===== src/rtl/riscv_fetch_unit.sv =====
// -----------------------------------------------------------------------------
// riscv_fetch_unit
//
// Instruction fetch stage. It holds the fetch PC and issues at most one word
// read per cycle to a synchronous instruction memory with one cycle of read
// latency. Returned words are stored with their byte PC in a small prefetch
// FIFO and handed to decode over a valid/ready handshake. A redirect flushes
// the FIFO, drops any in-flight read and restarts fetch at the new PC.
//
// Ports
//   clock          : single clock, all state updates on the rising edge
//   reset          : synchronous, active-high reset
//   imem_req       : read request this cycle
//   imem_addr      : word address, fetch_pc[ADDR_WIDTH+1:2]
//   imem_rdata     : read data, valid the cycle after imem_req
//   redirect_valid : restart fetch at redirect_pc
//   redirect_pc    : new byte PC (bits [1:0] forced to zero)
//   out_valid      : FIFO head is valid
//   out_ready      : decode accepts the head this cycle
//   out_instr      : head instruction word
//   out_pc         : head byte PC
// -----------------------------------------------------------------------------
module riscv_fetch_unit #(
    parameter int          ADDR_WIDTH = 10,
    parameter logic [31:0] RESET_PC   = 32'h0000_0000,
    parameter int          DEPTH      = 2
) (
    input  logic                  clock,
    input  logic                  reset,
    output logic                  imem_req,
    output logic [ADDR_WIDTH-1:0] imem_addr,
    input  logic [31:0]           imem_rdata,
    input  logic                  redirect_valid,
    input  logic [31:0]           redirect_pc,
    output logic                  out_valid,
    input  logic                  out_ready,
    output logic [31:0]           out_instr,
    output logic [31:0]           out_pc
);

    // Pointer, count and occupancy widths. Occupancy (count + inflight) can
    // reach DEPTH+1 transiently in the arithmetic, so it gets one extra bit.
    localparam int PW = $clog2(DEPTH);
    localparam int CW = $clog2(DEPTH + 1);
    localparam int OW = CW + 1;

    localparam logic [PW-1:0] PTR_ONE   = PW'(1'b1);
    localparam logic [OW-1:0] DEPTH_OCC = OW'(DEPTH);

    // Architectural state
    logic [31:0]   fetch_pc_q,    fetch_pc_d;
    logic          inflight_q,    inflight_d;
    logic [31:0]   inflight_pc_q, inflight_pc_d;
    logic [PW-1:0] rd_ptr_q,      rd_ptr_d;
    logic [PW-1:0] wr_ptr_q,      wr_ptr_d;
    logic [CW-1:0] count_q,       count_d;
    logic [31:0]   fifo_pc_q    [DEPTH];
    logic [31:0]   fifo_pc_d    [DEPTH];
    logic [31:0]   fifo_instr_q [DEPTH];
    logic [31:0]   fifo_instr_d [DEPTH];

    // Per-cycle control
    logic          pop_s;
    logic          push_s;
    logic          issue_s;
    logic [OW-1:0] occupancy_s;
    logic          unused_pc_bits_s;

    // The low two redirect bits are ignored by definition.
    assign unused_pc_bits_s = ^redirect_pc[1:0];

    // Outputs driven straight from registered state.
    assign out_valid = (count_q != {CW{1'b0}});
    assign out_pc    = fifo_pc_q[rd_ptr_q];
    assign out_instr = fifo_instr_q[rd_ptr_q];
    assign imem_addr = fetch_pc_q[ADDR_WIDTH+1:2];
    assign imem_req  = issue_s;

    // Handshake, response push and issue decision. Issue reserves a FIFO slot
    // for every read in flight, so a push can never find the FIFO full. The
    // pop term is the only combinational path from out_ready to an output.
    always_comb begin
        pop_s       = out_valid & out_ready;
        push_s      = inflight_q & ~redirect_valid;
        occupancy_s = OW'(count_q) + OW'(inflight_q) - OW'(pop_s);
        issue_s     = ~reset & ~redirect_valid & (occupancy_s < DEPTH_OCC);
    end

    // Fetch PC and in-flight tracking. A redirect discards the response
    // arriving this cycle and suppresses issue; otherwise an issue advances
    // the PC and marks the new read in flight.
    always_comb begin
        fetch_pc_d    = fetch_pc_q;
        inflight_d    = 1'b0;
        inflight_pc_d = inflight_pc_q;
        if (redirect_valid) begin
            fetch_pc_d    = {redirect_pc[31:2], 2'b00};
            inflight_d    = 1'b0;
            inflight_pc_d = inflight_pc_q;
        end else if (issue_s) begin
            fetch_pc_d    = fetch_pc_q + 32'd4;
            inflight_d    = 1'b1;
            inflight_pc_d = fetch_pc_q;
        end else begin
            fetch_pc_d    = fetch_pc_q;
            inflight_d    = 1'b0;
            inflight_pc_d = inflight_pc_q;
        end
    end

    // Prefetch FIFO next state. A redirect empties it; a handshake in the
    // same cycle has already delivered the head, so only count and pointers
    // need clearing. Stale storage is harmless while count is zero.
    always_comb begin
        fifo_pc_d    = fifo_pc_q;
        fifo_instr_d = fifo_instr_q;
        rd_ptr_d     = rd_ptr_q;
        wr_ptr_d     = wr_ptr_q;
        count_d      = count_q;
        if (redirect_valid) begin
            rd_ptr_d = {PW{1'b0}};
            wr_ptr_d = {PW{1'b0}};
            count_d  = {CW{1'b0}};
        end else begin
            if (push_s) begin
                fifo_pc_d[wr_ptr_q]    = inflight_pc_q;
                fifo_instr_d[wr_ptr_q] = imem_rdata;
                wr_ptr_d               = wr_ptr_q + PTR_ONE;
            end else begin
                wr_ptr_d = wr_ptr_q;
            end
            if (pop_s) begin
                rd_ptr_d = rd_ptr_q + PTR_ONE;
            end else begin
                rd_ptr_d = rd_ptr_q;
            end
            count_d = count_q + CW'(push_s) - CW'(pop_s);
        end
    end

    // State registers with synchronous reset; reset also drops any response
    // that would arrive in the following cycle by clearing inflight.
    always_ff @(posedge clock) begin
        if (reset) begin
            fetch_pc_q    <= RESET_PC;
            inflight_q    <= 1'b0;
            inflight_pc_q <= 32'h0000_0000;
            rd_ptr_q      <= {PW{1'b0}};
            wr_ptr_q      <= {PW{1'b0}};
            count_q       <= {CW{1'b0}};
            for (int i = 0; i < DEPTH; i++) begin
                fifo_pc_q[i]    <= 32'h0000_0000;
                fifo_instr_q[i] <= 32'h0000_0000;
            end
        end else begin
            fetch_pc_q    <= fetch_pc_d;
            inflight_q    <= inflight_d;
            inflight_pc_q <= inflight_pc_d;
            rd_ptr_q      <= rd_ptr_d;
            wr_ptr_q      <= wr_ptr_d;
            count_q       <= count_d;
            for (int i = 0; i < DEPTH; i++) begin
                fifo_pc_q[i]    <= fifo_pc_d[i];
                fifo_instr_q[i] <= fifo_instr_d[i];
            end
        end
    end

endmodule

===== config.mk =====
export PLATFORM = sky130hd
export DESIGN_NAME = riscv_fetch_unit
export DESIGN_NICKNAME = d
export VERILOG_FILES = /design/src/rtl/riscv_fetch_unit.sv
export SDC_FILE = /design/constraint.sdc
export NUM_CORES = 1
export LEC_CHECK = 0
export CAP_MARGIN = 30
export CORE_ASPECT_RATIO = 1.4
export CORE_MARGIN = 2
export CORE_UTILIZATION = 57
export DETAILED_ROUTE_END_ITERATION = 10
export HOLD_SLACK_MARGIN = 0.15
export PLACE_DENSITY = 0.86
export SETUP_SLACK_MARGIN = 0.4
export SYNTH_ARGS = -nofsm -noshare
export SYNTH_HDL_FRONTEND = slang
export SYNTH_SLANG_ARGS = --single-unit

===== constraint.sdc =====
create_clock -name clock -period 6.3 [get_ports clock]
set_input_delay 1.26 -clock clock [delete_from_list [all_inputs] [get_ports clock]]
set_output_delay 1.26 -clock clock [all_outputs]
set_load 0.01 [all_outputs]

After elaboration in Yosys (flattened, before gate mapping)
Index checks and enable logic that the tools add are counted.

storage, ports and cells
  bits in registers = 197
  bits in latches = 0
  memory bits (writable) = 0
  memory bits (read-only) = 0
  input bits = 68
  logic and storage cells = 49
  memories kept = 0

operators by class
  $add $sub $neg = 7
  multipliers = 0
  divide/modulo/power cells = 0
  $lt $le $gt $ge = 4
  equality and inequality tests = 0
  shift-type cells = 0
  multiplexer cells = 13
  bitwise logic cells = 8
  reductions and logical operators = 6

operators with widths
  cell                   number
  $mux 32                9
  $bwmux 64              2
  $add 32x3->32 const B  1
  $demux 32 s1           1
  $and 1x1->1            4
  $ge 2x2->1 const B     2
  $not 1->2              2
  $reduce_and 2->1       2
  $reduce_bool 2->1      2
  $add 2x1->3            1
  $lt 3x2->1 const B     1
  $sub 3x1->3            1
  $add 1x1->1 const B    2
  $add 2x1->2            1
  $lt 2x1->1 const B     1
  $not 1->1              2
  $reduce_or 2->1        1
  $sub 2x1->2            1
  $logic_and 1x1->1      1
  $mux 1                 1

Depth between registers and ports, before layout
  word-level depth = 7
  depth in mapped cells = 10
  gate-level depth less buffers = 10

Worst setup path after synthesis
OpenSTA, ideal clock, no wires.

  path type = input to output
  start = input port out_ready
  end = output port imem_req
  arrival = 2946 ps
  required time = 5040 ps
  setup slack = 2094 ps
  cell stages on the path = 8
  path buffers = 2
  cell sequence = nand2_1 -> nor2_1 -> o21ai_0 -> fa_1 -> clkbuf_1 -> nand3_2 -> inv_2 -> clkbuf_1

on the way
  word-level cells in the longest chain between the ends = 4

ends and longest elaborated chain
  item                RTL line  text
  start: declaration  36        input logic out_ready,
  $and 1x1->1         83        pop_s = out_valid & out_ready;
  $sub 3x1->3         85        occupancy_s = OW'(count_q) + OW'(inflight_q) - OW'(pop_s);
  $lt 3x2->1          86        issue_s = ~reset & ~redirect_valid & (occupancy_s < DEPTH_OCC);
  $and 1x1->1         86
  end: declaration    30        output logic imem_req,

Every way passes these cells.

Final worst setup path
Ends and elaborated chain as after synthesis.

==> summary.md <==
| Metric | Value |
|---|---|
| Peak supply drop | 182 µV |
| Crit path max fanout | 8 |
| Syn_area_per_cell | 8.07 µm² |
| Initial Utilization | 0.583 |
| Total Routing Usage GR | 0.258 |
| TritonCTS clock tree | done |
| Clk sink count | about 190 |
| Post-DP HPWL | about 12000 µm |
| Leak | 0.00340 µW |
| GPL Wtd Cong | 0.915 |
| Async set-reset flop share out of synthesis | 0 |
| Hold path depth | 2 |
| Non-filler instance count after layout | 1287 |
| Worst setup SP type | primary input |
| Number of hold buffers added after cts | 0 |
| Layout area overhead | 24.1% |
| Hold Fails Final Rpt | 0 |
| Post-Route WL | roughly 20000 µm |
| Yosys top cell area share | 0.466 |
| Max-cap violations | 0 |
| Dpl cells | 1255 |
| Synth Register Bits | roughly 190 |
| Final net count | between 1000 and 1500 |
| Rows | about 50 |
| Number of global-route vias before repair | ~6900 |
| Post-synthesis adder-cell area fraction | 0.00555 |
| Synthesized cell area | 0.00812 mm² |
| Slew margin rel. | 0.359 |
| Mux share of post-synthesis cell area | 0.0860 |
| PD cells | between 200 and 250 mW/mm² |
| Crit path DAT | approximately 3.6 ns |
| Critical path endpoint category | output pin |
| # diodes | 0 |
| Sw Ratio | 0.235 |
| Layout cells sized above 1 | 0.111 |
| Period minus WS final | 4.89 ns |
| Net Switching | 584 µW |
| Tcrit/Tclk final | 0.776 |
| Synth Area in Compound Gates | 0.138 |
| First-pass GRT wire length | 32600 µm |
| Root buffer cell | clkbuf_16 |
| Routed len/inst | roughly 15 µm |
| Prevailing post-synth register cell | dfxtp_1 |
| Worst Reg-to-Reg Cells | 11 |
| Sequential share of the synthesized area | 0.466 |
| Clock-pin slew on the worst setup and hold paths | 0.06 ns |
| WP data required | 5.04 ns |
| Die area | 0.0152 mm² |
| Total internal power | 1900 µW |
| Die Ht | 145 µm |
| Worst flop-to-flop path startpoint | count_q[1] |
| Skew-Pair Late Insertion Delay | roughly 0.42 ns |
| Top cells by area, synth | dfxtp_1 (47%), nand2_1 (16%), a21oi_1 (10%) |
| Clk pwr share | 0.410 |
| Synth Area in Simple Gates | 0.222 |
| Worst min path class | flop to flop |
| CP Class | primary input to output pin |
| Post-synth EDFFs | 0 |
| Initial antenna violation count | 0 |
| Pre-Repair DR Iteration Count | 5 |
| Post-DRT Antenna Nets | 0 |
| Post-synthesis instance total | 1005 |
| Distinct cell type count of the synthesized netlist | 45 |
| Post-cts sizing count | 0 |
| Synth Warn # | 0 |
| Hold_ws | 0.452 ns |
| Via/cell ratio | 5.58 |
| FILL cells | 1074 |
| RSZ-0062 raised after global routing | false |
| Worst Tran Pin Value | 0.960 ns |
| Status | finished, final reports clean |
| Drt drc | 0 |
| Largest family of logic cells by synthesized area | simple AND/OR/NAND/NOR gates |
| Total negative slack | 0 ns |
| I/O Buffers | 139 |
| Post-synth top cells | nand2_1 (338), dfxtp_1 (189), a21oi_1 (164), mux2_2 (62), clkbuf_1 (57) |
| CTS Buffer Depth | 2 |
| Final setup vio count | 0 |
| Flop pwr share | 0.507 |
| Most common cell in the netlist | nand2_1 |
| Pins Over Slew Limit | 0 |
| Largest area contributor in the netlist | dfxtp_1 |
| Core ar. | 0.0139 mm² |
| Num CTS Buffers | 17 |
| Final Skew | 0.00910 ns |
| Peak Freq | slightly above 200 MHz |
| Die Wd | ~100 µm |
| Combinational Power Share | 0.083 |
| Ports | 144 |
| Detailed Route Iter0 Violations | 546 |
| Total gr overflow | 0 |
| HP Start | fifo_instr_q[63] |
| Via Count | slightly above 7000 |
| # H-tree levels | 4 |
| Largest net degree at the start of global routing | 73 |
| Synth Area in XOR/XNOR | 0.0315 |
| Setup bufs post-CTS | 0 |
| Crit path from | out_ready |
[sequential cells by signal, indices dropped and copies added (netlist names)]
name / cells
fifo_pc_q: 60
wr_ptr_q: 1
rd_ptr_q: 1
inflight_q: 1
fetch_pc_q: 30
fifo_instr_q: 64
count_q: 2
inflight_pc_q: 30
[cell type report]
class | count | area (µm²) | area share
Clock buffer | 21 | 460 | 0.0457
Sequential cell | 189 | 3780 | 0.376
Tap cell | 185 | 231 | 0.0230
Multi-Input combinational cell | 724 | 3940 | 0.392
Inverter | 6 | 22.5 | 0.00224
Clock inverter | 11 | 109 | 0.0108
Timing Repair Buffer | 151 | 1520 | 0.151
[cell families after synthesis]
group / after synthesis
simple gates: 424
xor+xnor: 27
other cells: 1
mux: 62
fa+ha+maj: 3
buf+inv: 93
compound gates: 206
flops: 189
[worst max-delay path: stages]
cell and delay [ns]:
clkdlybuf4s50_1 0.50, nand2_1 0.06, nor2_1 0.16, o21ai_0 0.13, fa_1 0.46, xnor2_4 0.26, nand3_2 0.13, inv_2 0.12
clkdlybuf4s50_1 0.54
[path summary, 6_finish.rpt]
path                                         end  slack, ns
worst max register to register     fetch_pc_q[9]       3.26
worst min register to register  fifo_instr_q[63]       0.45
worst min-delay path            fifo_instr_q[63]       0.45
worst max-delay path                    imem_req       1.41
[cells in the final DEF, fill, tap and decap left out, drive strengths merged, types with 8 or more instances in the layout]
cell	instances
a21oi	164
a31oi	11
and2	13
buf	13
clkbuf	21
clkdlybuf4s50	138
dfxtp	189
inv	8
mux2	62
nand2	338
nand4	16
nor2	16
o22ai	10
xnor2	17
xor2	10
[power groups by stage]
stage | Sequential (µW) | Clock (µW) | Combinational, µW
finish | 1260 | 1020 | 205
global route | 1260 | 1080 | 223
CTS | 1260 | 1030 | 205
detailed placement | 1290 | 0 | 204
global placement | 1280 | 0 | 197
floorplan | 1270 | 0 | 120
[stage by stage]
step	utilization	worst slack [ns]	power, µW	instance area [µm²]
final	0.724	1.41	2480	10100
after global placement	0.679	1.41	1480	9450
after detailed placement	0.683	1.41	1490	9500
after CTS	0.724	1.41	2500	10100
after global routing	0.724	1.23	2570	10100
after floorplan	-	2.09	1390	8120
[per-layer routing]
metal	global-route usage	vias to the layer above	share of wire
met2	0.437	242	0.51
met1	0.322	3372	0.43
met4	0.108	0	0.023
li1	-	3529	-
met5	0	-	0
met3	0.0431	34	0.045
(Power assumes the default switching activity.)
